<file path="src/rtl/rgb_conv_pkg.sv">
// Shared types and constants for the RGB convolution strip sequencer.
package rgb_conv_pkg;

  typedef enum logic [2:0] {
    StIdle,
    StLoadW,
    StWpulse,
    StStream,
    StDrain
  } seq_state_e;

  localparam int unsigned DefaultDataWidth = 8;
  localparam int unsigned ResultWidth      = 2 * DefaultDataWidth + 6;
  localparam int unsigned StatsWidth       = 16;

  // 27 products of two DATA_WIDTH values fit in 2*DATA_WIDTH+5 bits; one spare bit kept.
  function automatic int unsigned result_width(input int unsigned dw);
    return 2 * dw + 6;
  endfunction

endpackage

</file>
<file path="src/rtl/valid_delay_line.sv">
// Fixed-depth 1-bit shift register with asynchronous active-high reset.
module valid_delay_line #(
  parameter int unsigned DEPTH = 4
) (
  input  logic clk,
  input  logic rst,
  input  logic din,
  output logic dout
);

  logic [DEPTH-1:0] sr_q;

  always_ff @(posedge clk or posedge rst) begin
    if (rst) begin
      sr_q <= '0;
    end else begin
      sr_q <= (sr_q << 1) | DEPTH'(din);
    end
  end

  assign dout = sr_q[DEPTH-1];

endmodule

</file>
<file path="src/rtl/rgb_conv_sequencer.sv">
// Strip sequencer for the 3-channel 3x3 systolic convolution array.
// Define SEQ_STATS_EN to build the gap_count/out_count statistics counters.
module rgb_conv_sequencer
  import rgb_conv_pkg::*;
#(
  parameter int unsigned DATA_WIDTH    = 8,
  parameter int unsigned IMG_WIDTH     = 32,
  parameter int unsigned ARRAY_LATENCY = 4
) (
  input  logic                         clk,
  input  logic                         rst,
  input  logic                         start,
  input  logic                         reuse_weights,
  output logic                         busy,
  output logic                         done,
  input  logic                         w_valid,
  output logic                         w_ready,
  input  logic [9*DATA_WIDTH-1:0]      w_r,
  input  logic [9*DATA_WIDTH-1:0]      w_g,
  input  logic [9*DATA_WIDTH-1:0]      w_b,
  input  logic                         col_valid,
  output logic                         col_ready,
  input  logic [3*DATA_WIDTH-1:0]      col_r,
  input  logic [3*DATA_WIDTH-1:0]      col_g,
  input  logic [3*DATA_WIDTH-1:0]      col_b,
  output logic                         arr_load_weight,
  output logic [9*DATA_WIDTH-1:0]      arr_w_r,
  output logic [9*DATA_WIDTH-1:0]      arr_w_g,
  output logic [9*DATA_WIDTH-1:0]      arr_w_b,
  output logic [3*DATA_WIDTH-1:0]      arr_col_r,
  output logic [3*DATA_WIDTH-1:0]      arr_col_g,
  output logic [3*DATA_WIDTH-1:0]      arr_col_b,
  input  logic [2*DATA_WIDTH+5:0]      arr_conv,
  output logic                         out_valid,
  output logic [2*DATA_WIDTH+5:0]      out_data,
  output logic [StatsWidth-1:0]        gap_count,
  output logic [StatsWidth-1:0]        out_count
);

  localparam int unsigned RW        = result_width(DATA_WIDTH);
  localparam int unsigned ColCntW   = $clog2(IMG_WIDTH);
  // Drain covers array latency, the capture register, and the done cycle after it.
  localparam int unsigned DrainLast = ARRAY_LATENCY + 2;
  localparam int unsigned DrainW    = $clog2(DrainLast + 1);

  seq_state_e           state_q, state_d;
  logic [ColCntW-1:0]   col_cnt_q, col_cnt_d;
  logic [1:0]           run_q, run_d;
  logic [DrainW-1:0]    drain_cnt_q, drain_cnt_d;
  logic                 window_q, window_d;
  logic                 accept, load_w, win_out;

  logic [9*DATA_WIDTH-1:0] w_r_q, w_g_q, w_b_q;
  logic [3*DATA_WIDTH-1:0] col_r_q, col_g_q, col_b_q;
  logic                    out_valid_q;
  logic [RW-1:0]           out_data_q;

  always_comb begin
    state_d         = state_q;
    col_cnt_d       = col_cnt_q;
    run_d           = run_q;
    drain_cnt_d     = drain_cnt_q;
    window_d        = 1'b0;
    accept          = 1'b0;
    load_w          = 1'b0;
    w_ready         = 1'b0;
    col_ready       = 1'b0;
    arr_load_weight = 1'b0;
    done            = 1'b0;
    unique case (state_q)
      StIdle: begin
        if (start) begin
          col_cnt_d = '0;
          run_d     = '0;
          state_d   = reuse_weights ? StStream : StLoadW;
        end
      end
      StLoadW: begin
        w_ready = 1'b1;
        if (w_valid) begin
          load_w  = 1'b1;
          state_d = StWpulse;
        end
      end
      StWpulse: begin
        arr_load_weight = 1'b1;
        state_d         = StStream;
      end
      StStream: begin
        col_ready = 1'b1;
        if (col_valid) begin
          accept    = 1'b1;
          col_cnt_d = col_cnt_q + 1'b1;
          run_d     = (run_q == 2'd3) ? 2'd3 : run_q + 2'd1;
          // Window completes when this column makes the contiguous run reach 3.
          window_d  = (run_q >= 2'd2);
          if (col_cnt_q == ColCntW'(IMG_WIDTH - 1)) begin
            drain_cnt_d = '0;
            state_d     = StDrain;
          end
        end else begin
          run_d = '0;
        end
      end
      StDrain: begin
        if (drain_cnt_q == DrainW'(DrainLast)) begin
          done    = 1'b1;
          state_d = StIdle;
        end else begin
          drain_cnt_d = drain_cnt_q + 1'b1;
        end
      end
      default: state_d = StIdle;
    endcase
  end

  always_ff @(posedge clk or posedge rst) begin
    if (rst) begin
      state_q     <= StIdle;
      col_cnt_q   <= '0;
      run_q       <= '0;
      drain_cnt_q <= '0;
      window_q    <= 1'b0;
      w_r_q       <= '0;
      w_g_q       <= '0;
      w_b_q       <= '0;
      col_r_q     <= '0;
      col_g_q     <= '0;
      col_b_q     <= '0;
      out_valid_q <= 1'b0;
      out_data_q  <= '0;
    end else begin
      state_q     <= state_d;
      col_cnt_q   <= col_cnt_d;
      run_q       <= run_d;
      drain_cnt_q <= drain_cnt_d;
      window_q    <= window_d;
      if (load_w) begin
        w_r_q <= w_r;
        w_g_q <= w_g;
        w_b_q <= w_b;
      end
      col_r_q     <= accept ? col_r : '0;
      col_g_q     <= accept ? col_g : '0;
      col_b_q     <= accept ? col_b : '0;
      out_valid_q <= win_out;
      if (win_out) begin
        out_data_q <= arr_conv;
      end
    end
  end

  // Delay line output is high the cycle arr_conv reflects the window's newest column.
  valid_delay_line #(
    .DEPTH(ARRAY_LATENCY)
  ) u_win_dly (
    .clk (clk),
    .rst (rst),
    .din (window_q),
    .dout(win_out)
  );

  assign busy      = (state_q != StIdle);
  assign arr_w_r   = w_r_q;
  assign arr_w_g   = w_g_q;
  assign arr_w_b   = w_b_q;
  assign arr_col_r = col_r_q;
  assign arr_col_g = col_g_q;
  assign arr_col_b = col_b_q;
  assign out_valid = out_valid_q;
  assign out_data  = out_data_q;

`ifdef SEQ_STATS_EN
  logic [StatsWidth-1:0] gap_q, outs_q;

  always_ff @(posedge clk or posedge rst) begin
    if (rst) begin
      gap_q  <= '0;
      outs_q <= '0;
    end else if (state_q == StIdle && start) begin
      gap_q  <= '0;
      outs_q <= '0;
    end else begin
      if (state_q == StStream && !col_valid && gap_q != '1) begin
        gap_q <= gap_q + 1'b1;
      end
      if (win_out && outs_q != '1) begin
        outs_q <= outs_q + 1'b1;
      end
    end
  end

  assign gap_count = gap_q;
  assign out_count = outs_q;
`else
  assign gap_count = '0;
  assign out_count = '0;
`endif

endmodule
</file>
<file path="config.mk">
export PLATFORM = sky130hd
export DESIGN_NAME = rgb_conv_sequencer
export DESIGN_NICKNAME = d
export VERILOG_FILES = /design/src/rtl/rgb_conv_pkg.sv /design/src/rtl/valid_delay_line.sv /design/src/rtl/rgb_conv_sequencer.sv
export SDC_FILE = /design/constraint.sdc
export NUM_CORES = 1
export LEC_CHECK = 0
export ABC_AREA = 1
export CORE_AREA = 3 3 258 260
export CTS_CLUSTER_SIZE = 28
export DETAILED_ROUTE_END_ITERATION = 12
export DIE_AREA = 0 0 261 263
export SLEW_MARGIN = 20
export SYNTH_ARGS = -nofsm -noshare
export SYNTH_HDL_FRONTEND = slang
export SYNTH_HIERARCHICAL = 1
export SYNTH_SLANG_ARGS = --single-unit
</file>
<file path="constraint.sdc">
create_clock -name clk -period 16.05 [get_ports clk]
set_input_delay 2.4075 -clock clk [delete_from_list [all_inputs] [get_ports clk]]
set_output_delay 2.4075 -clock clk [all_outputs]
set_load 0.03 [all_outputs]
</file>
==> results.cfg, run 1 <==
[setup_path]
max_stage_delay_ps = 740
r2r_setup_slack_ps = 12970
worstPathRequired_ps = 13640
timing.rr.end = arr_w_b[20]
reg2reg_depth = 8
start_kind = flop
crit_chain = nor3_4, buf_4, clkdlybuf4s50_1
slowest_stage = clkdlybuf4s50_1
path_delay_family = buffers and inverters
path_class = reg -> out
cp.buffers_inverters = 2
rr_startpoint = state_q[0]
crit_cells = 3
critPathCaptureType = output port
worstPathMaxFanout = 15
crit_arrival_ps = 2350

[placed_design]
globalplace.congestion = 0.834
hpwl_mm = 34.1
io_buffers = 631
dp.cells = 2762

[sta]
setup_viol = 0
hold_viol = 0
period_needed_ps = 4760
slew_headroom = 0.319
finClkSkew_ps = 14.9
slew_violations = 0
fmax_ghz = 0.210
worst_pin_slew_ps = 1020
grt_setup_unrepaired = no
fin_setup_tns_ps = 0
period_share = 0.297

[logic_synthesis]
yosys_warnings = 6
ys_types = 21
synth_cells = 1345
synth_top_area_frac = 0.643
syn_area_mm2 = 0.0128
synth_top_area_cell = dfrtp_1
yosysSeqAreaShare = 0.643
yosys-top-cells-area = dfrtp_1 (64%), nand2_1 (14%), nand3_1 (8.8%), buf_4 (3.4%), inv_1 (2.5%)
synth_seq_cells = 329
syn_area_per_cell_um2 = 9.52

[worst_hold_path]
hp-start = u_win_dly/sr_q[1]
min_delay_path_depth = 0
hold-path-endpoint = u_win_dly/sr_q[2]
hold_path_class = reg -> reg

[finish]
nets = 2268
fin_util = 0.326
fill_cells = 6560
area.growth.synth_to_final_pct = 63.8
stdcell_count = 2828
num_antenna_cells = 0
final_layout_size_suffix_gt1_frac = 0.0476

[global_routing]
grt_antenna_before_repair = 2
grt_pass1_vias = 11700
grt_start_max_net_pins = 115
track_usage = 0.129
grt_overflow_total = 0
grt_pass1_wl_mm = 69.4

[clock_network]
cts-hold-fix-buffers = 0
htree_levels = 2
root_buffer = clkbuf_16
cts_resized = 0
cts_tree = yes
cts_buffer_depth = 3
cts.sinks = 329
postCtsSetupBuffers = 0
clk_latency_ps = 540
cts_buffers = 39
cts.clk_slew.worst_paths_ps = 60

[floorplanning]
die_x_um = 261
start_util = 0.199
io_pins = 664
std_cell_rows = 93
die_area_mm2 = 0.0686
core_area_mm2 = 0.0643
die_y_um = 263

[power]
p_int_mw = 2.31
ir_drop_mv = 0.0952
switching_share = 0.412
p_switching_mw = 1.62
seqPwrFrac = 0.325
p_leak_nw = 10.1
p_comb_frac = 0.457
cellPowerDensity_mw_per_mm2 = 187
power.share.clock = 0.218

[drt]
dr.pass1.iters = 5
wl_met3_mm = 4.75
drc = 0
topRoutingLayerUsed = met5
via_per_inst = 3.96
drt-initial-drc-count = 627
wl_per_cell_um = 16.4
antenna_left = 0
wl_met2_mm = 23.0
routed_wl_mm = 46.3
num_vias = 11200
m1WireLength_mm = 17.1

[outcome]
outcome = complete, no violations

[flow_run]
drv_cap = 0
## flip-flops by register name (all words and copies together) (netlist names), 4 cells and up
register        cells
arr_col_b          24
arr_col_g          24
arr_col_r          24
arr_w_b            72
arr_w_g            72
arr_w_r            72
col_cnt_q           5
out_data           22
u_win_dly/sr_q      4
## metrics by stage
| step | instance area, µm² | setup slack [ps] | hold WS, ps | power, mW |
|---|---|---|---|---|
| 5_1_grt | 21000 | 11160 | 354 | 4.18 |
| 2_1_floorplan | 12900 | 4640 | 331 | 2.29 |
| 6_report | 21000 | 11290 | 348 | 3.93 |
| 3_3_place_gp | 19800 | 11020 | 333 | 3.09 |
| 4_1_cts | 21000 | 11200 | 349 | 4.00 |
| 3_5_place_dp | 19800 | 11190 | 335 | 3.12 |
## worst register-to-register path, cell delays in order (launching register included)
cell and delay, ps:
dfrtp_1 440, inv_1 150, nor3_4 60, buf_4 230
nand2_4 320, buf_4 670, buf_6 720, nand2_1 320
nand2_1 110
## power groups by stage
stage | logic [mW] | registers (mW) | clock network [mW]
4_1_cts | 1.83 | 1.28 | 0.896
5_1_grt | 1.93 | 1.32 | 0.933
6_report | 1.80 | 1.28 | 0.857
2_1_floorplan | 0.464 | 1.82 | 0
3_3_place_gp | 1.81 | 1.28 | 0
3_5_place_dp | 1.82 | 1.29 | 0
## cell type report
type,count,area [µm²],area share
Clock inverter,6,55.1,0.00262
Inverter,87,334,0.0159
Clock buffer,60,1160,0.0551
Timing Repair Buffer,644,6420,0.306
Multi-Input combinational cell,847,3710,0.177
Sequential cell,329,8230,0.392
Tap cell,855,1070,0.0510
## cells by family (layout without fill, tap and decap cells)
kind of cell	after synthesis	after routing	synth area share
and+or+nand+nor	780	780	0.252
DFF	329	329	0.643
buffers and inverters	200	797	0.0777
muxes	22	22	0.0193
AOI/OAI and AO/OA	8	8	0.00332
adders and majority gates	4	4	0.00391
other	1	32	0.000293
xor gates and xnor gates	1	1	0.000684
## how the worst max path moves through the flow
stage | from | endpoint | slack, ps
after detailed placement | rst | arr_col_b[13] | 11190
after global routing | state_q[2] | w_ready | 11160
after CTS | state_q[2] | w_ready | 11200
after global placement | w_valid | arr_w_r[16] | 11020
final | state_q[2] | w_ready | 11290
after floorplan | rst | arr_col_b[0] | 4640
## cells in the final DEF (no fill, tap or decap), drive strengths merged
cell / n
clkdlybuf4s50: 630
nand2: 466
dfrtp: 329
nand3: 224
inv: 87
nor2: 86
clkbuf: 60
conb: 32
mux2: 22
buf: 14
o21ai: 5
clkinv: 5
ha: 4
o22ai: 2
nor3: 2
nor3b: 1
a21oi: 1
nand4: 1
xnor2: 1
bufinv: 1
## cell usage after synthesis
master / instances
nor3b_1: 1
conb_1: 1
nor2_1: 85
o21ai_0: 5
buf_4: 58
nand4_1: 1
a21oi_1: 1
buf_2: 21
nor2_4: 1
ha_1: 4
xnor2_1: 1
mux2_2: 22
clkbuf_1: 32
inv_1: 87
o22ai_1: 2
nor3_2: 1
nand3_1: 224
dfrtp_1: 329
nand2_1: 466
nor3_1: 1
buf_1: 2
## metal layers
metal | track usage | vias up
li1 | - | 5330
met1 | 0.142 | 5335
met2 | 0.228 | 468
met3 | 0.0494 | 68
met4 | 0.0435 | 2
met5 | 0 | -
Power figures use the tool's default switching activity.
==> run 2: changes to the inputs <==
--- a/config.mk
+++ b/config.mk
@@ -6,10 +6,10 @@
 export NUM_CORES = 1
 export LEC_CHECK = 0
 export ABC_AREA = 1
-export CORE_AREA = 3 3 258 260
+export CORE_AREA = 3 3 260 262
 export CTS_CLUSTER_SIZE = 28
 export DETAILED_ROUTE_END_ITERATION = 12
-export DIE_AREA = 0 0 261 263
+export DIE_AREA = 0 0 263 265
 export SLEW_MARGIN = 20
 export SYNTH_ARGS = -nofsm -noshare
 export SYNTH_HDL_FRONTEND = slang
==> constraint.sdc (replaced) <==
create_clock -name clk -period 4.8 [get_ports clk]
set_input_delay 0.72 -clock clk [delete_from_list [all_inputs] [get_ports clk]]
set_output_delay 0.72 -clock clk [all_outputs]
set_load 0.03 [all_outputs]
==> run 2 against run 1 <==
Compared with the run above: sequential cell count stayed put; power grew to 3.5 times the previous value; global-route usage hardly changed; critical path type unchanged; non-clock buffer count is 2 lower; register-to-register slack worse by 11000 ps; via count hardly changed; cell area is 1.4% higher; worst setup slack worse by 9800 ps; die area is 1.5% higher; hold slack better by 3.0 ps; highest routed layer unchanged.
==> results.cfg, run 2 (synthesis results as in run 1) <==
[power]
p_leak_nw = 10.3
cellPowerDensity_mw_per_mm2 = 641
power.total_mw = 13.6
ir_drop_mv = 0.331

[finish]
fill_cells = 6654
final_layout_size_suffix_gt1_frac = 0.0515
design_area_mm2 = 0.0213
multi_input_area_mm2 = 0.00371
nets = 2269
final_common_cell = clkdlybuf4s50_1
num_antenna_cells = 0
layout_common_cells = clkdlybuf4s50_1 (630), nand2_1 (464), dfrtp_1 (329)
area.growth.synth_to_final_pct = 66.1
ff_latch_area_mm2 = 0.00823

[outcome]
outcome = complete, no violations

[setup_path]
critPathCaptureType = output port
slowest_stage = clkdlybuf4s50_1
crit_arrival_ps = 2610
path_class = reg -> out
worstPathMaxFanout = 14
start_kind = flop
max_stage_delay_ps = 780
crit_chain = nor3_4, buf_4, clkdlybuf4s50_1
worstPathRequired_ps = 4080

[sta]
slew_violations = 0
period_needed_ps = 3330
period_share = 0.693
grt_setup_unrepaired = no
hold_viol = 0
fmax_ghz = 0.300
slew_headroom = 0.307
finClkSkew_ps = 12.9
setup_viol = 0
worst_pin_slew_ps = 1040

[placed_design]
globalplace.congestion = 0.792
post_dp_cell_area_mm2 = 0.0198
hpwl_mm = 33.7
io_buffers = 631

[clock_network]
clk_latency_ps = 550
cts-hold-fix-buffers = 0
cts.clk_slew.worst_paths_ps = 60
root_buffer = clkbuf_16
cts_buffers = 42
cts.sinks = 329
cts_tree = yes
cts_buffer_depth = 3
htree_levels = 2
cts_resized = 0
postCtsSetupBuffers = 0

[worst_hold_path]
hold_path_class = reg -> reg

[drt]
drc = 0
antenna_left = 0
num_vias = 11200
wl_per_cell_um = 16.4
routed_wl_mm = 46.5
drt-initial-drc-count = 555
via_per_inst = 3.94
dr.pass1.iters = 5

[global_routing]
grt_pass1_vias = 12000
grt_pass1_wl_mm = 71.5
grt_overflow_total = 0
grt_start_max_net_pins = 126
grt_antenna_before_repair = 7
track_usage = 0.130

[floorplanning]
die_y_um = 265
std_cell_rows = 94
die_x_um = 263
core_area_mm2 = 0.0656
io_pins = 664
die_area_mm2 = 0.0697
start_util = 0.195

[flow_run]
drv_cap = 0
==> run 2: worst paths after layout <==
kind	cells past startpoint	start	to	slack, ps
worst max-delay path	3	state_q[2]	w_ready	1470
worst min-delay path	0	u_win_dly/sr_q[0]	u_win_dly/sr_q[1]	350
worst max register to register	5	state_q[2]	arr_w_g[17]	2260
worst min register to register	0	u_win_dly/sr_q[0]	u_win_dly/sr_q[1]	350
max in group asynchronous	4	rst	arr_w_b[60]	2860
min in group asynchronous	2	rst	u_win_dly/sr_q[0]	500
==> run 2: metrics by stage <==
stage	hold slack (ps)	std cells	setup TNS (ps)	setup slack (ps)	util
floorplan	331	1376	-83440	-257	-
global placement	339	2769	0	1840	0.302
detailed placement	339	2769	0	1800	0.302
CTS	354	2843	0	1370	0.324
global route	359	2843	0	1320	0.324
finish	351	2843	0	1470	0.324
==> run 2: critical path: cells and delay by family (launching register included) <==
kind                   cells  cell delay (ps)
and+or+nand+nor            1              470
buffers and inverters      2             1080
DFF                        1              500
==> run 2: per-layer routing <==
metal,vias to the layer above,routed length [µm],part of all wire,GRT usage
met4,10,1630,0.035,0.0490
met3,99,4240,0.091,0.0484
met5,-,62,0.0013,0
met1,5292,17700,0.38,0.146
li1,5339,-,-,-
met2,471,22900,0.49,0.223
==> run 2: area by class of cell <==
cell class,count,share of cell area
Sequential cell,329,0.387
Timing Repair Buffer,642,0.303
Multi-Input combinational cell,847,0.175
Clock buffer,61,0.0581
Tap cell,864,0.0508
Inverter,87,0.0155
Clock inverter,13,0.0108
==> run 2: where the power goes <==
group	leakage [nW]	switching (mW)	internal (mW)	total, mW
sequential	4.27	0.548	3.74	4.29
clock	0.713	1.23	2.11	3.34
combinational	5.27	3.72	2.30	6.02
total	10.3	5.50	8.14	13.6
